===== config.mk =====
export PLATFORM = sky130hd
export DESIGN_NAME = seq_pattern_tx
export DESIGN_NICKNAME = d
export VERILOG_FILES = /design/src/rtl/seq_pattern_tx.sv
export SDC_FILE = /design/constraint.sdc
export NUM_CORES = 1
export LEC_CHECK = 0
export ABC_AREA = 1
export CORE_MARGIN = 8
export CORE_UTILIZATION = 25
export DETAILED_ROUTE_END_ITERATION = 8
export PLACE_DENSITY = 0.51
export RECOVER_POWER = 50
export SYNTH_ARGS = -nofsm -noshare
export SYNTH_HDL_FRONTEND = slang
export SYNTH_SLANG_ARGS = --single-unit
export TNS_END_PERCENT = 1

===== constraint.sdc =====
create_clock -name clk -period 1.8 [get_ports clk]
set_input_delay 0.36 -clock clk [delete_from_list [all_inputs] [get_ports clk]]
set_output_delay 0.36 -clock clk [all_outputs]
set_load 0.005 [all_outputs]

===== src/rtl/seq_pattern_tx.sv =====
// seq_pattern_tx: bit-serial pattern transmitter.
// Loads a right-aligned pattern word and shifts it out MSB-first, one bit per
// clock. The pattern repeats reps+1 times, with gap idle cycles between
// repetitions, and a one-cycle done pulse follows the final bit. All inputs
// are captured into shadow registers on the accepting start edge, so input
// changes during a transmission have no effect.
module seq_pattern_tx #(
  parameter int PAT_W = 8,
  parameter int LEN_W = 4,
  parameter int REP_W = 4,
  parameter int GAP_W = 3
) (
  input  logic             clk,
  input  logic             rst,
  input  logic             start,
  input  logic             abort,
  input  logic [PAT_W-1:0] pattern,
  input  logic [LEN_W-1:0] pat_len,
  input  logic [REP_W-1:0] reps,
  input  logic [GAP_W-1:0] gap,
  output logic             x_out,
  output logic             x_valid,
  output logic             frame_start,
  output logic             busy,
  output logic             done
);

  // Width of a bit index into the pattern word.
  localparam int IDX_W = (PAT_W > 1) ? $clog2(PAT_W) : 1;

  typedef enum logic [1:0] {
    IDLE  = 2'd0,
    SHIFT = 2'd1,
    GAP   = 2'd2,
    DONE  = 2'd3
  } state_t;

  state_t           state;
  logic [PAT_W-1:0] pat_r;
  logic [IDX_W-1:0] top_r;
  logic [REP_W-1:0] rep_cnt;
  logic [GAP_W-1:0] gap_r;
  logic [GAP_W-1:0] gap_cnt;
  logic [IDX_W-1:0] bit_idx;

  logic [IDX_W-1:0] start_top;
  logic [IDX_W-1:0] next_idx;

  // Index of the first (most significant) bit to send; a zero or oversized
  // length falls back to the full pattern width.
  always_comb begin
    start_top = IDX_W'(PAT_W - 1);
    if (pat_len != '0 && pat_len <= LEN_W'(PAT_W)) begin
      start_top = IDX_W'(pat_len - LEN_W'(1));
    end
  end

  // Index of the bit that follows the one currently on x_out.
  always_comb begin
    next_idx = bit_idx - IDX_W'(1);
  end

  // Transmitter FSM with registered serial outputs and repetition/gap counters.
  always_ff @(posedge clk) begin
    if (rst) begin
      state       <= IDLE;
      pat_r       <= '0;
      top_r       <= '0;
      rep_cnt     <= '0;
      gap_r       <= '0;
      gap_cnt     <= '0;
      bit_idx     <= '0;
      x_out       <= 1'b0;
      x_valid     <= 1'b0;
      frame_start <= 1'b0;
      busy        <= 1'b0;
      done        <= 1'b0;
    end else if (abort && state != IDLE) begin
      state       <= IDLE;
      gap_cnt     <= '0;
      bit_idx     <= '0;
      rep_cnt     <= '0;
      x_out       <= 1'b0;
      x_valid     <= 1'b0;
      frame_start <= 1'b0;
      busy        <= 1'b0;
      done        <= 1'b0;
    end else begin
      case (state)
        IDLE: begin
          x_out       <= 1'b0;
          x_valid     <= 1'b0;
          frame_start <= 1'b0;
          busy        <= 1'b0;
          done        <= 1'b0;
          if (start) begin
            pat_r       <= pattern;
            top_r       <= start_top;
            rep_cnt     <= reps;
            gap_r       <= gap;
            gap_cnt     <= '0;
            bit_idx     <= start_top;
            x_out       <= pattern[start_top];
            x_valid     <= 1'b1;
            frame_start <= 1'b1;
            busy        <= 1'b1;
            state       <= SHIFT;
          end
        end

        SHIFT: begin
          if (bit_idx != '0) begin
            bit_idx     <= next_idx;
            x_out       <= pat_r[next_idx];
            x_valid     <= 1'b1;
            frame_start <= 1'b0;
          end else if (rep_cnt == '0) begin
            x_out       <= 1'b0;
            x_valid     <= 1'b0;
            frame_start <= 1'b0;
            done        <= 1'b1;
            state       <= DONE;
          end else begin
            rep_cnt <= rep_cnt - REP_W'(1);
            if (gap_r != '0) begin
              gap_cnt     <= gap_r;
              x_out       <= 1'b0;
              x_valid     <= 1'b0;
              frame_start <= 1'b0;
              state       <= GAP;
            end else begin
              bit_idx     <= top_r;
              x_out       <= pat_r[top_r];
              x_valid     <= 1'b1;
              frame_start <= 1'b1;
            end
          end
        end

        GAP: begin
          if (gap_cnt == GAP_W'(1)) begin
            gap_cnt     <= '0;
            bit_idx     <= top_r;
            x_out       <= pat_r[top_r];
            x_valid     <= 1'b1;
            frame_start <= 1'b1;
            state       <= SHIFT;
          end else begin
            gap_cnt <= gap_cnt - GAP_W'(1);
          end
        end

        DONE: begin
          done  <= 1'b0;
          busy  <= 1'b0;
          state <= IDLE;
        end

        default: begin
          state <= IDLE;
        end
      endcase
    end
  end

endmodule


==> qor.yml <==
outcome: "finished clean"
gr_layer_usage_met2_pct: 15.5
stdcell_area_sq_mm: 0.00256
drt_drc_violations_left: 0
floorplan.die_area_sq_mm: 0.0110
total_leakage_power_nw: 1.10
filler_cell_count: 857
grt_overflow: 0
grt-busiest-layer: "met2"
critPathBufInv: 2
via_count: 1931
mappedNetlistNets: 320
ys.flop_type: "dfxtp_1"
clock_insertion_delay_worst_skew_ps: 280
biggest_cell_delay_along_the_critical_path_ps: 370
grt_setup_unrepaired: "no"
chipWidth_microns: 105
met3_grt_util_pct: 2.33
final_cells: 431
critical_path.top_delay_family: "buffers and inverters"
placed_cells: 423
post_synth_main_area_contributors: "dfxtp_1, nand2_1, o21ai_0, inv_1, ha_1"
grt_first_pass_wirelength_mm: 8.79
finish.utilization_pct: 33.3
design.core.area_sq_mm: 0.00769
worst_case_headroom_to_the_max_slew_limit_pct: 75.4
place.port_buffers: 27
synthesized_area_per_cell_sq_um: 6.88
wl_per_cell_microns: 11.9
power.ir.vdd_worst_v: 0.000399
cts_sink_count: 31
iteration_0_drc_count_of_the_detailed_router: 101
final_min_period_over_clock_period_pct: 90.1
gp_congestion: 0.837
via_per_inst: 4.48
synth.top_cell.area_share_pct: 31.4
max_freq_ghz: 0.617
unique_masters_post_synth: 36
worstMarginPinSlew_ps: 368
worst-endpoint-arrival_ps: 1830
seq_total_area_yosys_pct: 31.4
fin_worst_skew_ps: 6.81
finalSetupViolations: 0
ys_seq_elements: 31
clockRootBuffer: "clkbuf_8"
synth-edff-count: 0
dpl-instance-area_sq_mm: 0.00245
start_util_pct: 25.7
postSynthCellCount: 287
grt_max_degree: 22
cts_made_buffers: 5
crit_required_ps: 2010
die-height_microns: 105
yosys.area.top_type: "dfxtp_1"
ioPinCount: 28
finalMaxSlewViolations: 0
place.detailed.hpwl_mm: 4.04
final_layout_size_suffix_gt1_share_pct: 16.4
final.setup.worst_slack_ps: 179
crit_path_end_kind: "flop"
placement_rows: 32
nets: 361
tritoncts: "yes"
worstSetupStartpointType: "flop"
cp_cell_sequence: "inv_1 > ha_1 > nand2_1 > clkbuf_2 > o21ai_0 > a21oi_1"
maxCapViolCount: 0
critical_path.max_fanout: 21
synthesis.area_sq_mm: 0.00198
h-tree-depth: 2
firstDrtPassIters: 4
hold_path.class: "reg -> reg"
detail-route-antenna-nets: 0
number_of_warnings_issued_by_yosys: 0
post_cts.repair.setup_buffers: 0
critical-path-slowest-cell: "dfxtp_1"
fin_crit_ps: 1620
place_worst_setup_slack_ps: -150
fin_tns_setup_ps: 0
insertedDiodeCount: 0
timing.setup.critical_path_class: "reg -> reg"
report.final.hold_viol_count: 0
routed_wirelength_mm: 5.13
cellPowerDensity_mw_per_mm2: 1480
async_reset_ff_share_pct: 0
synthToLayoutAreaGrowth_pct: 29.4
first_global_vias: 1916
met1_usage_pct: 11.9
worst_setup_hold_path_clk_slew_ps: 70
grt.total_usage_pct: 9.54
cts_buffer_depth: 2
number_of_antenna_violations_at_the_first_check_in_global_routing: 0
-- flip-flops by register name, indices dropped and copies added (netlist names) --
| name | cells |
|---|---|
| pat_r | 8 |
| rep_cnt | 4 |
| bit_idx | 3 |
| gap_cnt | 3 |
| gap_r | 3 |
| top_r | 3 |
| state | 2 |
| busy | 1 |
| done | 1 |
| frame_start | 1 |
| x_out | 1 |
| x_valid | 1 |
-- logic make-up after synthesis --
kind of cell	count (synthesis)	share of synthesized area (%)
buffers and inverters	56	11.8
AO/OA/AOI/OAI	85	24.8
XOR/XNOR	2	0.887
adder cells (fa/ha/maj)	10	6.33
flip-flops	31	31.4
AND/OR/NAND/NOR	103	24.8
-- timing repair --
| item | 4_1_cts | 5_1_grt |
|---|---|---|
| hold buffers | 0 | 0 |
| gates resized for setup | 0 | 3 |
| endpoints found under the hold margin | 0 | 0 |
| setup endpoints to repair | 0 | 5 |
-- stage by stage --
stage | total power [mW] | hold WS [ps]
after floorplan | 2.52 | 431
after global placement | 3.12 | 460
after detailed placement | 3.13 | 465
after CTS | 3.87 | 475
after global routing | 4.14 | 493
final | 3.79 | 465
-- worst reg2reg max path, stage by stage, from the launching register on --
cell      delay, ps
dfxtp_1         370
inv_1            90
ha_1            240
nand2_1         150
clkbuf_2        370
o21ai_0         180
a21oi_1         150
-- layer usage --
metal	share of wire, %	vias to the layer above
li1	-	1023
met1	49	871
met2	46	30
met3	3.4	7
met4	1.5	0
met5	0	-
-- cells in the final DEF, fill, tap and decap left out, types with 2 or more instances in the layout --
cell             synthesis  layout
clkbuf_8                 0       6
o22ai_1                  5       5
nor2_2                   3       4
o21ai_1                  5       5
nand3_1                 10      10
ha_2                     0       2
a211oi_1                 3       3
ha_1                    10       8
o21ai_2                  2       2
nand2_2                  4       4
clkinv_1                 3       3
buf_4                    1      14
a21oi_2                  2       2
dfxtp_1                 31      31
nor2_1                  22      21
dlygate4sd3_1            0       4
nand2_4                  2       2
o211ai_1                 4       4
inv_1                   36      36
nand3b_1                 3       3
nand2_1                 53      53
xnor2_1                  2       2
o21ai_0                 36      36
inv_2                    8       8
a21oi_1                 24      24
clkdlybuf4s50_1          0      23
-- synth_stat cells (2+ instances only) --
master / count
nor2_2: 3
buf_2: 2
inv_1: 36
dfxtp_1: 31
nand3_1: 10
inv_2: 8
nand2_1: 53
a211oi_1: 3
o22ai_1: 5
ha_1: 10
o21ai_2: 2
nand2_4: 2
nor2_1: 22
xnor2_1: 2
o211ai_1: 4
o21ai_1: 5
buf_6: 2
nand2_2: 4
o21ai_0: 36
nand3b_1: 3
a21oi_2: 2
clkbuf_1: 3
clkinv_1: 3
a21oi_1: 24
-- final timing paths --
| check | from | slack (ps) | depth (start not counted) | endpoint |
|---|---|---|---|---|
| worst min-delay path | busy | 470 | 2 | busy |
| worst min register to register | busy | 470 | 2 | busy |
| worst max register to register | state[0] | 180 | 6 | pat_r[0] |
| worst max-delay path | state[0] | 180 | 6 | pat_r[0] |
-- power breakdown --
part           internal [mW]  total [mW]  switching (mW)
Sequential             0.905        1.05           0.144
Combinational          0.816        2.02            1.20
Clock                  0.448       0.717           0.270
-- cell type report --
class / instances / area, sq um / share of cell area [%]
repair buffers: 42 / 380 / 14.9
well taps: 102 / 128 / 4.99
multi-input cells: 200 / 1130 / 44.1
clock inverters: 2 / 35.0 / 1.37
clock buffers: 6 / 82.6 / 3.23
flip-flops and latches: 31 / 621 / 24.3
inverters: 48 / 183 / 7.14
No activity file was read; power rests on OpenSTA's default activity.
